`config.mk`:
```
export PLATFORM = sky130hd
export DESIGN_NAME = gray_rx_decode_flat
export DESIGN_NICKNAME = d
export VERILOG_FILES = /design/src/rtl/gray_rx_decode_if.sv /design/src/rtl/gray_rx_decode.sv /design/src/flat_wrapper.sv
export SDC_FILE = /design/constraint.sdc
export NUM_CORES = 1
export LEC_CHECK = 0
export ABC_CLOCK_PERIOD_IN_PS = 5500
export BUFFER_PORTS_ARGS = -buffer_cell sky130_fd_sc_hd__buf_2
export CAP_MARGIN = 20
export CORE_MARGIN = 2
export CORE_UTILIZATION = 40
export DETAILED_ROUTE_END_ITERATION = 10
export GPL_ROUTABILITY_DRIVEN = 0
export PLACE_DENSITY = 0.58
export SYNTH_ARGS = -nofsm -noshare
export SYNTH_HDL_FRONTEND = slang
export SYNTH_SLANG_ARGS = --single-unit
```
`constraint.sdc`:
```
create_clock -name i_clk -period 5.5 [get_ports i_clk]
set_input_delay 1.1 -clock i_clk [delete_from_list [all_inputs] [get_ports i_clk]]
set_output_delay 1.1 -clock i_clk [all_outputs]
set_load 0.1 [all_outputs]
```
`src/rtl/gray_rx_decode_if.sv`:
```
// Bus bundle for gray_rx_decode: remote Gray input, clear, and the decoded
// value/step/error outputs.
interface gray_rx_decode_if #(
    parameter int LEN = 4
);
    logic [LEN-1:0] i_gray;
    logic           i_clr;
    logic [LEN-1:0] o_bin;
    logic           o_valid;
    logic [LEN-1:0] o_delta;
    logic           o_err;
    logic [7:0]     o_err_cnt;

    modport master (
        output i_gray, i_clr,
        input  o_bin, o_valid, o_delta, o_err, o_err_cnt
    );

    modport slave (
        input  i_gray, i_clr,
        output o_bin, o_valid, o_delta, o_err, o_err_cnt
    );
endinterface

```
`src/rtl/gray_rx_decode.sv`:
```
// Synchronizes a Gray-coded bus from a foreign clock domain, decodes it to
// binary and reports each change with its modular step and a multi-bit error flag.
//
// state    | meaning
// ST_PRIME | sync chain filling; g_prev/o_bin track the input, no pulses or errors
// ST_RUN   | primed; each change of sync_g produces one o_valid pulse
module gray_rx_decode #(
    parameter int LEN         = 4,
    parameter int SYNC_STAGES = 2
) (
    input  logic           i_clk,
    input  logic           i_rst_n,
    gray_rx_decode_if.slave bus
);
    typedef enum logic {ST_PRIME = 1'b0, ST_RUN = 1'b1} state_t;

    localparam int CNT_W = 3;
    localparam logic [CNT_W-1:0] PRIME_LAST = CNT_W'(SYNC_STAGES);

    state_t           state, state_nxt;
    logic [CNT_W-1:0] prime_cnt, prime_cnt_nxt;
    logic             primed;

    logic [LEN-1:0] sync_s [SYNC_STAGES];
    logic [LEN-1:0] sync_g;
    logic [LEN-1:0] g_prev;
    logic [LEN-1:0] bin_q;
    logic [LEN-1:0] delta_q;
    logic           valid_q;
    logic           err_q;
    logic [7:0]     err_cnt_q;

    logic [LEN-1:0] dec;
    logic [LEN-1:0] diff;
    logic           changed;
    logic           multi;
    logic           accept;
    logic           new_err;

    function automatic logic [LEN-1:0] gray2bin(input logic [LEN-1:0] g);
        logic [LEN-1:0] b;
        b          = '0;
        b[LEN-1]   = g[LEN-1];
        for (int i = LEN - 2; i >= 0; i--) begin
            b[i] = b[i+1] ^ g[i];
        end
        return b;
    endfunction

    always_ff @(posedge i_clk or negedge i_rst_n) begin
        if (!i_rst_n) begin
            state     <= ST_PRIME;
            prime_cnt <= '0;
        end else begin
            state     <= state_nxt;
            prime_cnt <= prime_cnt_nxt;
        end
    end

    // Priming lasts SYNC_STAGES+1 cycles so g_prev holds a fully synchronized sample.
    always_comb begin
        state_nxt     = state;
        prime_cnt_nxt = prime_cnt;
        case (state)
            ST_PRIME: begin
                if (prime_cnt == PRIME_LAST) begin
                    state_nxt = ST_RUN;
                end else begin
                    prime_cnt_nxt = prime_cnt + 1'b1;
                end
            end
            ST_RUN:   state_nxt = ST_RUN;
            default:  state_nxt = ST_PRIME;
        endcase
    end

    assign primed = (state == ST_RUN);

    always_ff @(posedge i_clk or negedge i_rst_n) begin
        if (!i_rst_n) begin
            for (int k = 0; k < SYNC_STAGES; k++) begin
                sync_s[k] <= '0;
            end
        end else begin
            sync_s[0] <= bus.i_gray;
            for (int k = 1; k < SYNC_STAGES; k++) begin
                sync_s[k] <= sync_s[k-1];
            end
        end
    end

    assign sync_g  = sync_s[SYNC_STAGES-1];
    assign dec     = gray2bin(sync_g);
    assign diff    = sync_g ^ g_prev;
    assign changed = |diff;
    // More than one bit set iff clearing the lowest set bit leaves something.
    assign multi   = changed && (|(diff & (diff - 1'b1)));
    assign accept  = primed && changed;
    assign new_err = accept && multi;

    always_ff @(posedge i_clk or negedge i_rst_n) begin
        if (!i_rst_n) begin
            g_prev    <= '0;
            bin_q     <= '0;
            delta_q   <= '0;
            valid_q   <= 1'b0;
            err_q     <= 1'b0;
            err_cnt_q <= '0;
        end else begin
            valid_q <= accept;
            if (!primed) begin
                g_prev <= sync_g;
                bin_q  <= dec;
            end else if (changed) begin
                g_prev  <= sync_g;
                bin_q   <= dec;
                delta_q <= dec - bin_q;
            end

            if (new_err) begin
                err_q <= 1'b1;
                if (bus.i_clr) begin
                    err_cnt_q <= 8'd1;
                end else if (err_cnt_q != 8'hFF) begin
                    err_cnt_q <= err_cnt_q + 8'd1;
                end
            end else if (bus.i_clr) begin
                err_q     <= 1'b0;
                err_cnt_q <= '0;
            end
        end
    end

    assign bus.o_bin     = bin_q;
    assign bus.o_valid   = valid_q;
    assign bus.o_delta   = delta_q;
    assign bus.o_err     = err_q;
    assign bus.o_err_cnt = err_cnt_q;
endmodule
```
`src/flat_wrapper.sv`:
```
// flat-port wrapper written by rule: the top's interface ports become plain ports
module gray_rx_decode_flat 
#(
    parameter int LEN         = 4,
    parameter int SYNC_STAGES = 2
)
  (i_clk, i_rst_n, bus_i_gray, bus_i_clr, bus_o_bin, bus_o_valid, bus_o_delta, bus_o_err, bus_o_err_cnt);
  gray_rx_decode_if #(.LEN(LEN)) bus_i ();
  input  logic i_clk;
  input  logic i_rst_n;
  input wire logic [$bits(bus_i.i_gray)-1:0] bus_i_gray;
  input wire logic [$bits(bus_i.i_clr)-1:0] bus_i_clr;
  output wire logic [$bits(bus_i.o_bin)-1:0] bus_o_bin;
  output wire logic [$bits(bus_i.o_valid)-1:0] bus_o_valid;
  output wire logic [$bits(bus_i.o_delta)-1:0] bus_o_delta;
  output wire logic [$bits(bus_i.o_err)-1:0] bus_o_err;
  output wire logic [$bits(bus_i.o_err_cnt)-1:0] bus_o_err_cnt;
  assign bus_i.i_gray = bus_i_gray;
  assign bus_i.i_clr = bus_i_clr;
  assign bus_o_bin = bus_i.o_bin;
  assign bus_o_valid = bus_i.o_valid;
  assign bus_o_delta = bus_i.o_delta;
  assign bus_o_err = bus_i.o_err;
  assign bus_o_err_cnt = bus_i.o_err_cnt;
  gray_rx_decode #(.LEN(LEN), .SYNC_STAGES(SYNC_STAGES)) u_core (.i_clk(i_clk), .i_rst_n(i_rst_n), .bus(bus_i));
endmodule
```
# == Yosys cells after proc, flatten, opt, wreduce, memory -nomap -nowiden ==
# Index checks and enable logic that the tools add are counted.
# Widths: inputs -> output; s select.
# word_totals
reg_bits,34
latchBits,0
ram_bits,0
romBits,0
in_bits,7
wordCells,46
mem_count,0
# classes
add_sub_neg,4
n_mul,0
div_mod_pow,0
order_cmp,0
eq_ne,3
n_shift,0
muxes,12
bitwise,7
reduce_logical,10
# op_table
cell,n
$mux 8,4
$mux 4,4
$add 8x1->8 const B,1
$ne 8x8->1 const B,1
$reduce_or 4->1,2
$reduce_and 2->1,3
$and 4x4->4,1
$reduce_bool 2->1,2
$sub 4x1->4 const B,1
$sub 4x4->4,1
$xor 4x4->4,1
$add 3x1->3 const B,1
$eq 3x2->1 const B,1
$logic_and 1x1->1,3
$mux 1,3
$xor 1x1->1,3
$ne 2x2->1 const B,1
$not 1->1,2
$pmux 1 s2,1

# == Logic depth before layout (Yosys ltp) ==
# logic_depth
ltp_word,8
mapped_depth,9
mapped_depth_nobuf,9

# == Worst setup path before layout ==
# Ideal clock, no wire load.
# synth_path
path_kind,register to register
startpoint,"reg u_core.err_cnt_q[0], in the netlist u_core.bus.o_err_cnt[0]"
endpoint,"reg u_core.err_cnt_q[4], in the netlist u_core.bus.o_err_cnt[4]"
setup_ps,125
arrival_ps,2109
slack_ps,3266
path_stages_with_launch,5
n_path_buf,0
cell_sequence,dfrtp_1 -> ha_1 -> nand2_1 -> nor4b_1 -> mux2_2
# synth_between
elab_chain_cells,4
word_cells_on_any_way,7
# synth_rtl
item,line_no,source
from (decl),gray_rx_decode.sv:31,logic [7:0] err_cnt_q;
from (signal assigned),gray_rx_decode.sv:125,err_cnt_q <= err_cnt_q + 8'd1;
$add 8x1->8,gray_rx_decode.sv:125,
$mux 8,gray_rx_decode.sv:124,end else if (err_cnt_q != 8'hFF) begin
$mux 8,gray_rx_decode.sv:122,if (bus.i_clr) begin
$mux 8,gray_rx_decode.sv:120,if (new_err) begin
# Several ways; a longest one is shown, not always the timed one. The select of a mux whose other input is x is not followed.
# A chain may end at the register's enable or synchronous reset.

# == Worst setup path in the final report ==
# layout_path
startpoint,reg u_core.sync_s (netlist bit u_core.sync_g[2])
endpoint,"reg u_core.delta_q[1], in the netlist u_core.bus.o_delta[1]"
# layout_between
elab_chain_cells,4
word_cells_on_any_way,7
# layout_rtl
item,line_no,source
from (decl),gray_rx_decode.sv:24,logic [LEN-1:0] sync_s [SYNC_STAGES];
"from (signal, indexed assignment)",gray_rx_decode.sv:87,sync_s[k] <= sync_s[k-1];
$xor 1x1->1 (*),gray_rx_decode.sv:45,b[i] = b[i+1] ^ g[i];
net u_core.dec[2],gray_rx_decode.sv:33,logic [LEN-1:0] dec;
$xor 1x1->1 (*),gray_rx_decode.sv:45,
net u_core.dec[1],gray_rx_decode.sv:33,
$xor 1x1->1,gray_rx_decode.sv:45,
$sub 4x4->4 (*),gray_rx_decode.sv:117,delta_q <= dec - bin_q;
to (signal assigned),gray_rx_decode.sv:117,
to (decl),gray_rx_decode.sv:28,logic [LEN-1:0] delta_q;
# Mark *: on every way through the listed nets, which the timed path passes. The rest lies on a longest branch.

==> impl_results.md <==
* Status: complete, no violations
* Fin. Hold Viols at 0
* Hold WC Path Type: flop to flop
* CTS tree: yes
* Reg clk slew, reported paths at around 0.10 ns
* Tmin final at around 2.4 ns
* RSZ-0062 raised after global routing: false
* Final total power at slightly above 0.7 mW
* Post-synthesis cell area at around 1500 um2
* Vias in the first global route at between 900 and 1000
* Setup Crit Path Kind: flop to flop
* Clk Latency, worst-skew pair at ~0.33 ns
* Routed Antenna Nets at 0
* Die height at ~64 um
* Core area at 3420 um2
* Final Max Tran Viols at 0
* Ys Warns at 0
* M2 GR Usage at a little over a fifth
* Total Routing Usage GR at roughly 13%
* Setup TNS at 0 ns
* Detailed-route via count at 984
* Startpoint Class: flop
* Leakage at 0.767 nW
* Peak supply drop at roughly 160 uV
* Endpoints failing setup at 0
* GRT Max-Usage Layer: met2
* TritonCTS Sinks at 33
* Final period util at 43.2%
* Starting density of the core at ~42%
* Largest net degree at the start of global routing at 34
* Dpl hpwl at around 1700 um
* CP required at about 5.7 ns
* Total gr overflow at 0
* Most common cell after layout, fill and taps aside: dfrtp_1
* Seq/Total Area, Yosys at a little under three fifths
* CP Capture Type: flop
* IO buf count at 24
* Synth top area cells: dfrtp_1 57%, ha_1 5.2%, xnor2_1 4.8%, o21ai_0 3.1%, nand2_1 3.1%
* Cts bufs inserted at 5
* #FFs+latches synth at 33
* DR vias/cell at slightly below 5
* Max Cap Violations at 0
* Fmax at between 400 and 500 MHz
* Clock Tree Buf Depth at 2
* TritonRoute pass-1 iters at 3
* Final net count at between 150 and 200
* Starting DRT DRC Count at 33
* Die area at ~4100 um2
* CP arrival at around 2.6 ns
* Num ports at 25
* First-pass GRT wire length at roughly 4000 um
* Met3 usage at between 3 and 4%
* Post-synth cell types at 32
* Ratio of cells with drive above 1 in the final layout at a little under a quarter
* Clock skew at roughly 0.0090 ns
* Die width at 64.2 um
* Yosys top cell by area: dfrtp_1
* ANT cells at 0
* Initial antenna violation count at 0
* Post-route DRC at 0
* Routed len/inst at 11.7 um
* Syn_area_per_cell at ~11 um2
* Rel. slew slack at between 50% and 60%
* Most frequent cells in the layout: 33 x dfrtp_1, 24 x buf_2, 12 x nand2_1
* CP max FO at 4
* # H-tree levels at 2
* Worst-margin pin slew at ~0.7 ns
* Syn nets at between 100 and 150
* Post-CTS Hold Buffers at 0
* Pwr/cell area at 434 nW/um2
* # Post-CTS Setup Buffers at 0
* Row cnt at 21
* Grt met1 use at between 10% and 20%
* Clock root cell: clkbuf_4
* Mapped Cells at about 130
* Routed wire length at around 2300 um
* Area delta synth->final at 14.0%
* Resized Gates After CTS at 0
* Post-synth top area share at approximately 57%
[state kept, by name, indices dropped and copies added, names as in the netlist, 3 cells and up]
| signal | flops |
|---|---|
| u_core.bus.o_bin | 3 |
| u_core.bus.o_delta | 4 |
| u_core.bus.o_err_cnt | 8 |
| u_core.g_prev | 4 |
| u_core.prime_cnt | 3 |
| u_core.sync_g | 4 |
| u_core.sync_s | 4 |
[synth_stat cells (all sizes together)]
cell type	instances
nand2b	3
nor4b	1
o22ai	1
xor2	3
a311oi	1
nor2b	2
a31oi	3
and3	2
a22oi	1
nor2	3
clkbuf	5
a21o	2
o21ai	10
or4	3
or2	1
nand3	1
dfrtp	33
nor3b	1
nand4	1
buf	1
nor3	2
fa	1
ha	6
mux2i	1
a21oi	6
o21a	1
o31ai	2
nand2	12
xnor2	8
inv	9
mux2	3
[path summary, 6_finish.rpt]
check,startpoint,depth (start not counted),slack [ns],endpoint
max in group asynchronous,i_rst_n,1,4.24,u_core.sync_s[4]$_DFF_PN0_
worst max-delay path,u_core.sync_g[2]$_DFF_PN0_,7,3.13,u_core.bus.o_delta[1]$_DFFE_PN0P_
worst min register to register,u_core.sync_s[6]$_DFF_PN0_,0,0.35,u_core.sync_g[2]$_DFF_PN0_
worst max register to register,u_core.sync_g[2]$_DFF_PN0_,7,3.13,u_core.bus.o_delta[1]$_DFFE_PN0P_
min in group asynchronous,i_rst_n,1,0.81,u_core.bus.o_err$_DFFE_PN0P_
worst min-delay path,u_core.sync_s[6]$_DFF_PN0_,0,0.35,u_core.sync_g[2]$_DFF_PN0_
[stage by stage]
| step | instance area [um2] | utilization, % | setup slack (ns) | hold slack (ns) | instances |
|---|---|---|---|---|---|
| 4_1_cts | 1650 | 48.4 | 3.10 | 0.357 | 201 |
| 3_5_place_dp | 1600 | 46.9 | 3.14 | 0.336 | 193 |
| 6_report | 1650 | 48.4 | 3.13 | 0.353 | 201 |
| 5_1_grt | 1650 | 48.4 | 2.97 | 0.368 | 201 |
| 3_3_place_gp | 1600 | 46.9 | 3.26 | 0.335 | 193 |
| 2_1_floorplan | 1450 | - | 3.27 | 0.331 | 129 |
[critical path, cell delays in order, from the launching register on]
cell,delay [ns]
dfrtp_1,0.42
xor2_1,0.28
xor2_1,0.43
xnor2_1,0.20
ha_1,0.18
inv_1,0.06
fa_1,0.43
mux2_2,0.26
[report_power, final]
| part | total [mW] | internal [mW] | switching, mW |
|---|---|---|---|
| registers | 0.290 | 0.272 | 0.0183 |
| logic | 0.299 | 0.0530 | 0.246 |
| clock network | 0.128 | 0.0487 | 0.0796 |
| total | 0.717 | 0.373 | 0.344 |
[cells by family after synthesis]
group                    after synthesis  share of synthesized area (%)
multiplexers                           4                           3.02
adder cells (fa/ha/maj)                7                           6.56
flip-flops                            33                           56.9
AND/OR/NAND/NOR                       32                           11.5
XOR/XNOR                              11                           6.64
AO/OA/AOI/OAI                         27                           11.2
buffers and inverters                 15                           4.14
[area by class of cell]
type	instances	area, um2
clock buffer	6	41.3
clock inverter	2	10.0
fill	324	1760
inverter	9	33.8
multi-input combinational	81	564
sequential	33	826
tap	46	57.6
timing repair buffer	24	120
[metal layers]
layer	share of wire, %	up-vias
li1	-	488
met1	47	471
met2	48	20
met3	4.3	5
met4	1.3	0
met5	0	-
Note: power is estimated with default switching activity, not from simulation.
